`config.mk`:
```
export PLATFORM = sky130hd
export DESIGN_NAME = cnn_load_master_flat
export DESIGN_NICKNAME = d
export VERILOG_FILES = /design/src/rtl/cnn_load_pkg.sv /design/src/rtl/cnn_load_if.sv /design/src/rtl/cnn_load_beat_gen.sv /design/src/rtl/cnn_load_master.sv /design/src/flat_wrapper.sv
export SDC_FILE = /design/constraint.sdc
export NUM_CORES = 1
export LEC_CHECK = 0
export ABC_AREA = 1
export BUFFER_PORTS_ARGS = -buffer_cell sky130_fd_sc_hd__buf_2
export CAP_MARGIN = 20
export CORE_MARGIN = 1.5
export CORE_UTILIZATION = 55
export CTS_BUF_LIST = sky130_fd_sc_hd__clkbuf_8
export DETAILED_ROUTE_END_ITERATION = 10
export PLACE_DENSITY = 0.76
export SYNTH_ARGS = -nofsm -noshare
export SYNTH_HDL_FRONTEND = slang
export SYNTH_SLANG_ARGS = --single-unit
```
`constraint.sdc`:
```
create_clock -name clk -period 1.84 [get_ports clk]
set_input_delay 0.368 -clock clk [delete_from_list [all_inputs] [get_ports clk]]
set_output_delay 0.368 -clock clk [all_outputs]
set_load 0.01 [all_outputs]
```
`src/rtl/cnn_load_pkg.sv`:
```
// rtl/cnn_load_pkg.sv - shared op codes, FSM states and accelerator register map
package cnn_load_pkg;

  typedef enum logic [1:0] {
    OP_BURST    = 2'b00,
    OP_REG      = 2'b01,
    OP_WAIT_IRQ = 2'b10,
    OP_RSVD     = 2'b11
  } op_e;

  typedef enum logic [2:0] {
    ST_IDLE,
    ST_BURST,
    ST_GAP,
    ST_REG,
    ST_WAIT_IRQ,
    ST_CLR,
    ST_FIN
  } state_e;

  // Accelerator register map as seen from the slave write channel
  localparam logic [31:0] REG_IMAGE_SET   = 32'h0000_0000;
  localparam logic [31:0] REG_INTERRUPT   = 32'h0000_0004;
  localparam logic [31:0] WIN_PIXEL_BASE  = 32'h0000_1000;
  localparam logic [31:0] WIN_WEIGHT_BASE = 32'h0001_0000;
  localparam logic [31:0] WIN_BIAS_BASE   = 32'h0002_0000;

endpackage

```
`src/rtl/cnn_load_if.sv`:
```
// rtl/cnn_load_if.sv - write channel and interrupt flag between load master and accelerator top
interface cnn_load_if;

  logic [31:0] awaddr;
  logic        awvalid;
  logic [31:0] wdata;
  logic        wvalid;
  logic        interrupt_signal;

  modport master (
    output awaddr,
    output awvalid,
    output wdata,
    output wvalid,
    input  interrupt_signal
  );

  modport slave (
    input  awaddr,
    input  awvalid,
    input  wdata,
    input  wvalid,
    output interrupt_signal
  );

endinterface

```
`src/rtl/cnn_load_beat_gen.sv`:
```
// rtl/cnn_load_beat_gen.sv - burst beat counter, address generator and inter-beat gap timer
module cnn_load_beat_gen #(
  parameter int unsigned ADDR_STRIDE = 4,
  parameter int unsigned GAP_CYCLES  = 0
) (
  input  logic        clk,
  input  logic        rst,
  input  logic        load,
  input  logic [31:0] base_addr,
  input  logic [15:0] len,
  input  logic        src_valid,
  input  logic        src_ready,
  output logic        beat_taken,
  output logic [31:0] beat_addr,
  output logic        last_beat,
  output logic        all_done,
  output logic        gap_last
);

  localparam logic [31:0] STRIDE = 32'(ADDR_STRIDE);
  localparam logic [3:0]  GAP    = 4'(GAP_CYCLES);

  logic [31:0] addr_q;
  logic [15:0] cnt_q;
  logic [15:0] len_q;
  logic [3:0]  gap_q;

  assign beat_taken = src_valid && src_ready;
  assign beat_addr  = addr_q;
  assign last_beat  = ((cnt_q + 16'd1) == len_q);
  assign all_done   = (cnt_q == len_q);
  // Gap counter is reloaded by each beat and counts down to 1 on the final idle cycle
  assign gap_last   = (gap_q <= 4'd1);

  always_ff @(posedge clk or negedge rst) begin
    if (!rst) begin
      addr_q <= '0;
      cnt_q  <= '0;
      len_q  <= '0;
      gap_q  <= '0;
    end else if (load) begin
      addr_q <= base_addr;
      cnt_q  <= '0;
      len_q  <= len;
      gap_q  <= '0;
    end else if (beat_taken) begin
      addr_q <= addr_q + STRIDE;
      cnt_q  <= cnt_q + 16'd1;
      gap_q  <= GAP;
    end else if (gap_q != 4'd0) begin
      gap_q  <= gap_q - 4'd1;
    end
  end

endmodule

```
`src/rtl/cnn_load_master.sv`:
```
// rtl/cnn_load_master.sv - host-side write initiator running BURST, REG and WAIT_IRQ commands
// Defining CNN_LOAD_CHECKSUM_EN adds a checksum output summing every emitted wdata.
module cnn_load_master
  import cnn_load_pkg::*;
#(
  parameter int unsigned ADDR_STRIDE    = 4,
  parameter int unsigned GAP_CYCLES     = 0,
  parameter logic [31:0] IRQ_CLR_ADDR   = REG_INTERRUPT,
  parameter int unsigned TIMEOUT_CYCLES = 65535
) (
  input  logic        clk,
  input  logic        rst,
  input  logic        cmd_valid,
  output logic        cmd_ready,
  input  logic [1:0]  cmd_op,
  input  logic [31:0] cmd_addr,
  input  logic [15:0] cmd_len,
  input  logic [31:0] cmd_data,
  input  logic        src_valid,
  output logic        src_ready,
  input  logic [15:0] src_data,
  cnn_load_if.master  bus,
  output logic        busy,
  output logic        done,
`ifdef CNN_LOAD_CHECKSUM_EN
  output logic        timeout,
  output logic [31:0] checksum
`else
  output logic        timeout
`endif
);

  localparam logic        TO_EN   = (TIMEOUT_CYCLES != 0);
  localparam logic [31:0] TO_LAST = 32'(TIMEOUT_CYCLES - 1);
  localparam logic        GAP_EN  = (GAP_CYCLES != 0);

  state_e      state_q, state_n;
  logic [31:0] wait_cnt_q;
  logic        to_q, to_set;
  logic        wr_en;
  logic [31:0] wr_addr, wr_data;
  logic [31:0] awaddr_q, wdata_q;
  logic        wvalid_q;
  logic        load;
  logic        beat_taken, last_beat, all_done, gap_last;
  logic [31:0] beat_addr;

  cnn_load_beat_gen #(
    .ADDR_STRIDE (ADDR_STRIDE),
    .GAP_CYCLES  (GAP_CYCLES)
  ) u_beat_gen (
    .clk        (clk),
    .rst        (rst),
    .load       (load),
    .base_addr  (cmd_addr),
    .len        (cmd_len),
    .src_valid  (src_valid),
    .src_ready  (src_ready),
    .beat_taken (beat_taken),
    .beat_addr  (beat_addr),
    .last_beat  (last_beat),
    .all_done   (all_done),
    .gap_last   (gap_last)
  );

  assign cmd_ready = (state_q == ST_IDLE);
  // The burst lingers in ST_BURST for one drained cycle so done trails the last write
  assign src_ready = (state_q == ST_BURST) && !all_done;
  assign busy      = (state_q != ST_IDLE) && (state_q != ST_FIN);
  assign done      = (state_q == ST_FIN);
  assign timeout   = to_q;

  assign bus.awaddr  = awaddr_q;
  assign bus.wdata   = wdata_q;
  assign bus.awvalid = wvalid_q;
  assign bus.wvalid  = wvalid_q;

  always_ff @(posedge clk or negedge rst) begin
    if (!rst) begin
      state_q <= ST_IDLE;
    end else begin
      state_q <= state_n;
    end
  end

  always_comb begin
    state_n = state_q;
    wr_en   = 1'b0;
    wr_addr = '0;
    wr_data = '0;
    load    = 1'b0;
    to_set  = 1'b0;
    case (state_q)
      ST_IDLE: begin
        if (cmd_valid) begin
          case (op_e'(cmd_op))
            OP_BURST: begin
              load    = 1'b1;
              state_n = (cmd_len == 16'd0) ? ST_FIN : ST_BURST;
            end
            OP_REG: begin
              wr_en   = 1'b1;
              wr_addr = cmd_addr;
              wr_data = cmd_data;
              state_n = ST_REG;
            end
            OP_WAIT_IRQ: state_n = ST_WAIT_IRQ;
            default:     state_n = ST_FIN;
          endcase
        end
      end
      ST_BURST: begin
        if (all_done) begin
          state_n = ST_FIN;
        end else if (beat_taken) begin
          wr_en   = 1'b1;
          wr_addr = beat_addr;
          wr_data = {16'h0000, src_data};
          if (!last_beat && GAP_EN) state_n = ST_GAP;
        end
      end
      ST_GAP: begin
        if (gap_last) state_n = ST_BURST;
      end
      ST_REG: state_n = ST_FIN;
      ST_WAIT_IRQ: begin
        // Interrupt is tested first so it wins a tie with the timeout
        if (bus.interrupt_signal) begin
          wr_en   = 1'b1;
          wr_addr = IRQ_CLR_ADDR;
          wr_data = '0;
          state_n = ST_CLR;
        end else if (TO_EN && (wait_cnt_q == TO_LAST)) begin
          to_set  = 1'b1;
          state_n = ST_FIN;
        end
      end
      ST_CLR:  state_n = ST_FIN;
      ST_FIN:  state_n = ST_IDLE;
      default: state_n = ST_IDLE;
    endcase
  end

  always_ff @(posedge clk or negedge rst) begin
    if (!rst) begin
      awaddr_q   <= '0;
      wdata_q    <= '0;
      wvalid_q   <= 1'b0;
      wait_cnt_q <= '0;
      to_q       <= 1'b0;
    end else begin
      wvalid_q <= wr_en;
      if (wr_en) begin
        awaddr_q <= wr_addr;
        wdata_q  <= wr_data;
      end
      wait_cnt_q <= (state_q == ST_WAIT_IRQ) ? wait_cnt_q + 32'd1 : 32'd0;
      to_q       <= to_set;
    end
  end

`ifdef CNN_LOAD_CHECKSUM_EN
  logic [31:0] sum_q;

  always_ff @(posedge clk or negedge rst) begin
    if (!rst) begin
      sum_q <= '0;
    end else if (load) begin
      sum_q <= '0;
    end else if (wr_en) begin
      sum_q <= sum_q + wr_data;
    end
  end

  assign checksum = sum_q;
`endif

endmodule

```
`src/flat_wrapper.sv`:
```
// flat-port wrapper written by rule: the top's interface ports become plain ports
module cnn_load_master_flat import cnn_load_pkg::*;
#(
  parameter int unsigned ADDR_STRIDE    = 4,
  parameter int unsigned GAP_CYCLES     = 0,
  parameter logic [31:0] IRQ_CLR_ADDR   = REG_INTERRUPT,
  parameter int unsigned TIMEOUT_CYCLES = 65535
)
  (clk, rst, cmd_valid, cmd_ready, cmd_op, cmd_addr, cmd_len, cmd_data, src_valid, src_ready, src_data, busy, done, timeout, bus_awaddr, bus_awvalid, bus_wdata, bus_wvalid, bus_interrupt_signal);
  cnn_load_if bus_i ();
  input  logic clk;
  input  logic rst;
  input  logic cmd_valid;
  output logic cmd_ready;
  input  logic [1:0] cmd_op;
  input  logic [31:0] cmd_addr;
  input  logic [15:0] cmd_len;
  input  logic [31:0] cmd_data;
  input  logic src_valid;
  output logic src_ready;
  input  logic [15:0] src_data;
  output logic busy;
  output logic done;
  output logic timeout;
  output wire logic [$bits(bus_i.awaddr)-1:0] bus_awaddr;
  output wire logic [$bits(bus_i.awvalid)-1:0] bus_awvalid;
  output wire logic [$bits(bus_i.wdata)-1:0] bus_wdata;
  output wire logic [$bits(bus_i.wvalid)-1:0] bus_wvalid;
  input wire logic [$bits(bus_i.interrupt_signal)-1:0] bus_interrupt_signal;
  assign bus_awaddr = bus_i.awaddr;
  assign bus_awvalid = bus_i.awvalid;
  assign bus_wdata = bus_i.wdata;
  assign bus_wvalid = bus_i.wvalid;
  assign bus_i.interrupt_signal = bus_interrupt_signal;
  cnn_load_master #(.ADDR_STRIDE(ADDR_STRIDE), .GAP_CYCLES(GAP_CYCLES), .IRQ_CLR_ADDR(IRQ_CLR_ADDR), .TIMEOUT_CYCLES(TIMEOUT_CYCLES)) u_core (.clk(clk), .rst(rst), .cmd_valid(cmd_valid), .cmd_ready(cmd_ready), .cmd_op(cmd_op), .cmd_addr(cmd_addr), .cmd_len(cmd_len), .cmd_data(cmd_data), .src_valid(src_valid), .src_ready(src_ready), .src_data(src_data), .bus(bus_i), .busy(busy), .done(done), .timeout(timeout));
endmodule
```
==> impl_metrics.csv <==
group,metric,value,unit
status,outcome,"finished with violations",
status,violations,"setup timing",
setup_path,worstReg2RegEnd,"u_core.bus.wdata[5]",
drt,postRouteAntennaNets,0,
pwr,p_leak,7.15,nW
setup_path,r2r_start,"u_core.u_beat_gen.cnt_q[3]",
drt,wl_per_cell,18.2,um
clock_tree,numCtsBuffers,17,
cells_and_area,post-route-util,80.9,%
timing,tightest_slew,558,ps
clock_tree,clkTransAtPathRegs,110,ps
floorplanning,coreArea,16500,um^2
setup_path,r2r_setup_slack,-250,ps
grt,antenna_found_initial,4,
timing,timing.final.ws_setup,-280,ps
clock_tree,clkLatencyLatePin,480,ps
grt,grt_pass1_vias,9239,
drt,drt_iter0_drc,875,
floorplanning,die_h,133,um
placement,dpl.hpwl,18000,um
setup_path,critical_path_arrival,1750,ps
synth,ys_types,27,
setup_path,critPathRequiredTime,1470,ps
placement,dp_cells,1657,
timing,post-route-min-period,2120,ps
pwr,power.density,1230,nW/um^2
grt,grt_usage,33.1,%
synth,syn_inst,1257,
cells_and_area,mostFrequentLayoutCells,"326 x nand2_1, 171 x buf_2, 169 x dfrtp_1",
setup_path,critPathCapture,"src_ready",
flow_run,max_cap_viol_count,0,
timing,fin_skew,19.6,ps
drt,drc,0,
cells_and_area,area.growth.synth_to_final,43.7,%
synth,synth_area_per_cell,7.40,um^2
timing,rsz0062_at_grt,"yes",
setup_path,crit_start,"u_core.u_beat_gen.cnt_q[3]",
floorplanning,die_area,17700,um^2
timing,fmax,472,MHz
drt,vias,9961,
floorplanning,die_w,133,um
grt,overflow,0,
setup_path,start_kind,"flip-flop",
synth,syn-num-nets,1367,
drt,routed_wl,31600,um
clock_tree,htreeDepth,4,
clock_tree,cts_tree,"yes",
placement,gp_congestion,0.964,
synth,syn_area,9300,um^2
setup_path,path_cells,"inv_2, nand2_1, nand2_1, nor2_2, nand2_1, nor2_2, nand2_2, nand2_4, inv_2, buf_6",
cells_and_area,fillers,1010,
pwr,ir_worst_vdd,0.626,mV
timing,setup_viol,112,
placement,io_buffers,173,
setup_path,critPathCaptureType,"output port",
floorplanning,num_rows,47,
cells_and_area,fin_nets,1608,
setup_path,path_common_cell,"nand2_1",
setup_path,path_delay_family,"simple AND/OR/NAND/NOR gates",
setup_path,cpMaxStageDelayCell,"dfrtp_1",
floorplanning,start_util,56.3,%
timing,tns,-14250,ps
clock_tree,clkSinkCount,169,
setup_path,critical_path_class,"flip-flop to output port",
setup_path,crit_cells,10,
floorplanning,pin_count,174,
cells_and_area,finalNonFillerCells,1732,
cells_and_area,seqCellArea,4230,um^2
synth,ys_warn_count,0,
cells_and_area,layout_commonest_cell,"nand2_1",
hold_path,hp-class,"input pin to flip-flop",
timing,relSlewSlack,62.5,%
timing,drv_slew,0,
setup_path,r2r_cells,15,
timing,min_period_over_period,115,%
synth,ys_async_sr_fraction,100,%
synth,ys.flop_type,"dfrtp_1",
synth,ys_ff_latch,169,
setup_path,crit_buf_inv,3,
clock_tree,clk_path_buf_depth,2,
setup_path,crit_fanout,5,
drt,viasPerCell,5.75,
setup_path,max_stage_delay,450,ps
clock_tree,root_buffer,"clkbuf_8",
cells_and_area,multi_input_area,5810,um^2
grt,grt_max_degree,64,
synth,seq_area_frac_synth,45.5,%
pwr,power,16.4,mW
timing,finalHoldViolCount,0,
drt,first_pass_iters,7,
synth,synth_edf_count,0,
grt,grt_pass1_wl,46400,um
cells_and_area,layout-drive-gt1-share,38.1,%
synth_stat cells (2+ instances only):
| cell | count | area (um^2) |
|---|---|---|
| xor2_1 | 39 | 342 |
| inv_1 | 70 | 263 |
| nand3_1 | 196 | 981 |
| o21ai_0 | 29 | 145 |
| nand3b_1 | 4 | 30.0 |
| clkbuf_1 | 10 | 37.5 |
| nor2_1 | 137 | 514 |
| inv_2 | 7 | 26.3 |
| nand3_2 | 21 | 210 |
| nand4_1 | 17 | 106 |
| ha_1 | 7 | 87.6 |
| nor4_1 | 3 | 18.8 |
| buf_4 | 2 | 15.0 |
| buf_6 | 6 | 67.6 |
| and3_1 | 3 | 18.8 |
| a21oi_1 | 17 | 85.1 |
| xnor2_1 | 13 | 114 |
| buf_2 | 26 | 130 |
| nand2_1 | 419 | 1570 |
| nor3_1 | 45 | 225 |
| buf_1 | 12 | 45.0 |
| dfrtp_1 | 169 | 4230 |
how the worst min path moves through the flow:
stage                               startpoint                          end  slack (ps)  depth (start not counted)
after CTS                 bus_interrupt_signal               u_core.timeout          70                          2
after detailed placement                   rst  u_core.u_beat_gen.len_q[10]         360                          1
final                             cmd_data[23]         u_core.bus.wdata[23]          80                          3
after global routing              cmd_data[30]         u_core.bus.wdata[30]          80                          3
after floorplan                            rst         u_core.bus.awaddr[0]          70                          0
after global placement                     rst  u_core.u_beat_gen.len_q[10]         370                          1
area by class of cell:
cell class	instances	area share, %
Multi-Input combinational cell	955	43.5
Sequential cell	169	31.6
Timing Repair Buffer	277	17.5
Inverter	77	2.36
Tap cell	220	2.06
Clock buffer	18	1.85
Clock inverter	14	0.974
Timing Repair inverter	1	0.150
Antenna cell	1	0.0187
flip-flops by register name, summed over array words and instances (netlist names):
name,flops
u_core.bus.awaddr,32
u_core.bus.awvalid,1
u_core.bus.wdata,32
u_core.state_q,3
u_core.timeout,1
u_core.u_beat_gen.beat_addr,32
u_core.u_beat_gen.cnt_q,16
u_core.u_beat_gen.gap_q,4
u_core.u_beat_gen.len_q,16
u_core.wait_cnt_q,32
metrics by stage:
step           hold slack [ps]  area (um^2)  setup slack, ps
5_1_grt                   80.7        13400             -374
6_report                  78.7        13400             -280
3_5_place_dp               363        10800            -8.08
2_1_floorplan             72.4         9300              157
3_3_place_gp               365        10800             14.9
4_1_cts                   73.7        12200             -237
power by group:
part           switching [mW]  internal [mW]  leakage, nW  total (mW)
Clock                    1.58           1.03        0.186        2.60
Combinational            4.23           3.27         4.73        7.50
Sequential               1.39           4.92         2.24        6.31
Total                    7.20           9.22         7.15        16.4
cell families (layout without fill, tap and decap cells):
| kind of cell | after synthesis | after routing | synth area share, % |
|---|---|---|---|
| AND/OR/NAND/NOR | 847 | 847 | 39.7 |
| flip-flops | 169 | 169 | 45.5 |
| buffers and inverters | 133 | 387 | 6.28 |
| XOR/XNOR | 52 | 52 | 4.90 |
| AO/OA/AOI/OAI | 49 | 49 | 2.70 |
| adder cells (fa/ha/maj) | 7 | 7 | 0.942 |
| other | 0 | 1 | 0 |
metal layers:
metal,routed length [um],GRT usage (%),up-vias,share of wire (%)
met5,21,0,-,0.066
met4,1240,12.8,4,3.9
met3,2710,6.21,102,8.6
met2,15100,53.2,544,48
met1,12500,44.7,4752,40
li1,-,-,4559,-
worst min-delay path: cells and delay by family:
family / cells / cell delay [ps]
AND/OR/NAND/NOR: 2 / 100
buffers and inverters: 1 / 70
what timing repair did:
item                                    CTS  global route
resized for setup                       107           271
buffers inserted                         22             5
endpoints found under the setup margin   53           126
hold buffers                              1             0
pin swaps                                19            78
endpoints found under the hold margin    44             0
gates cloned                             18             2
(Power assumes the default switching activity.)
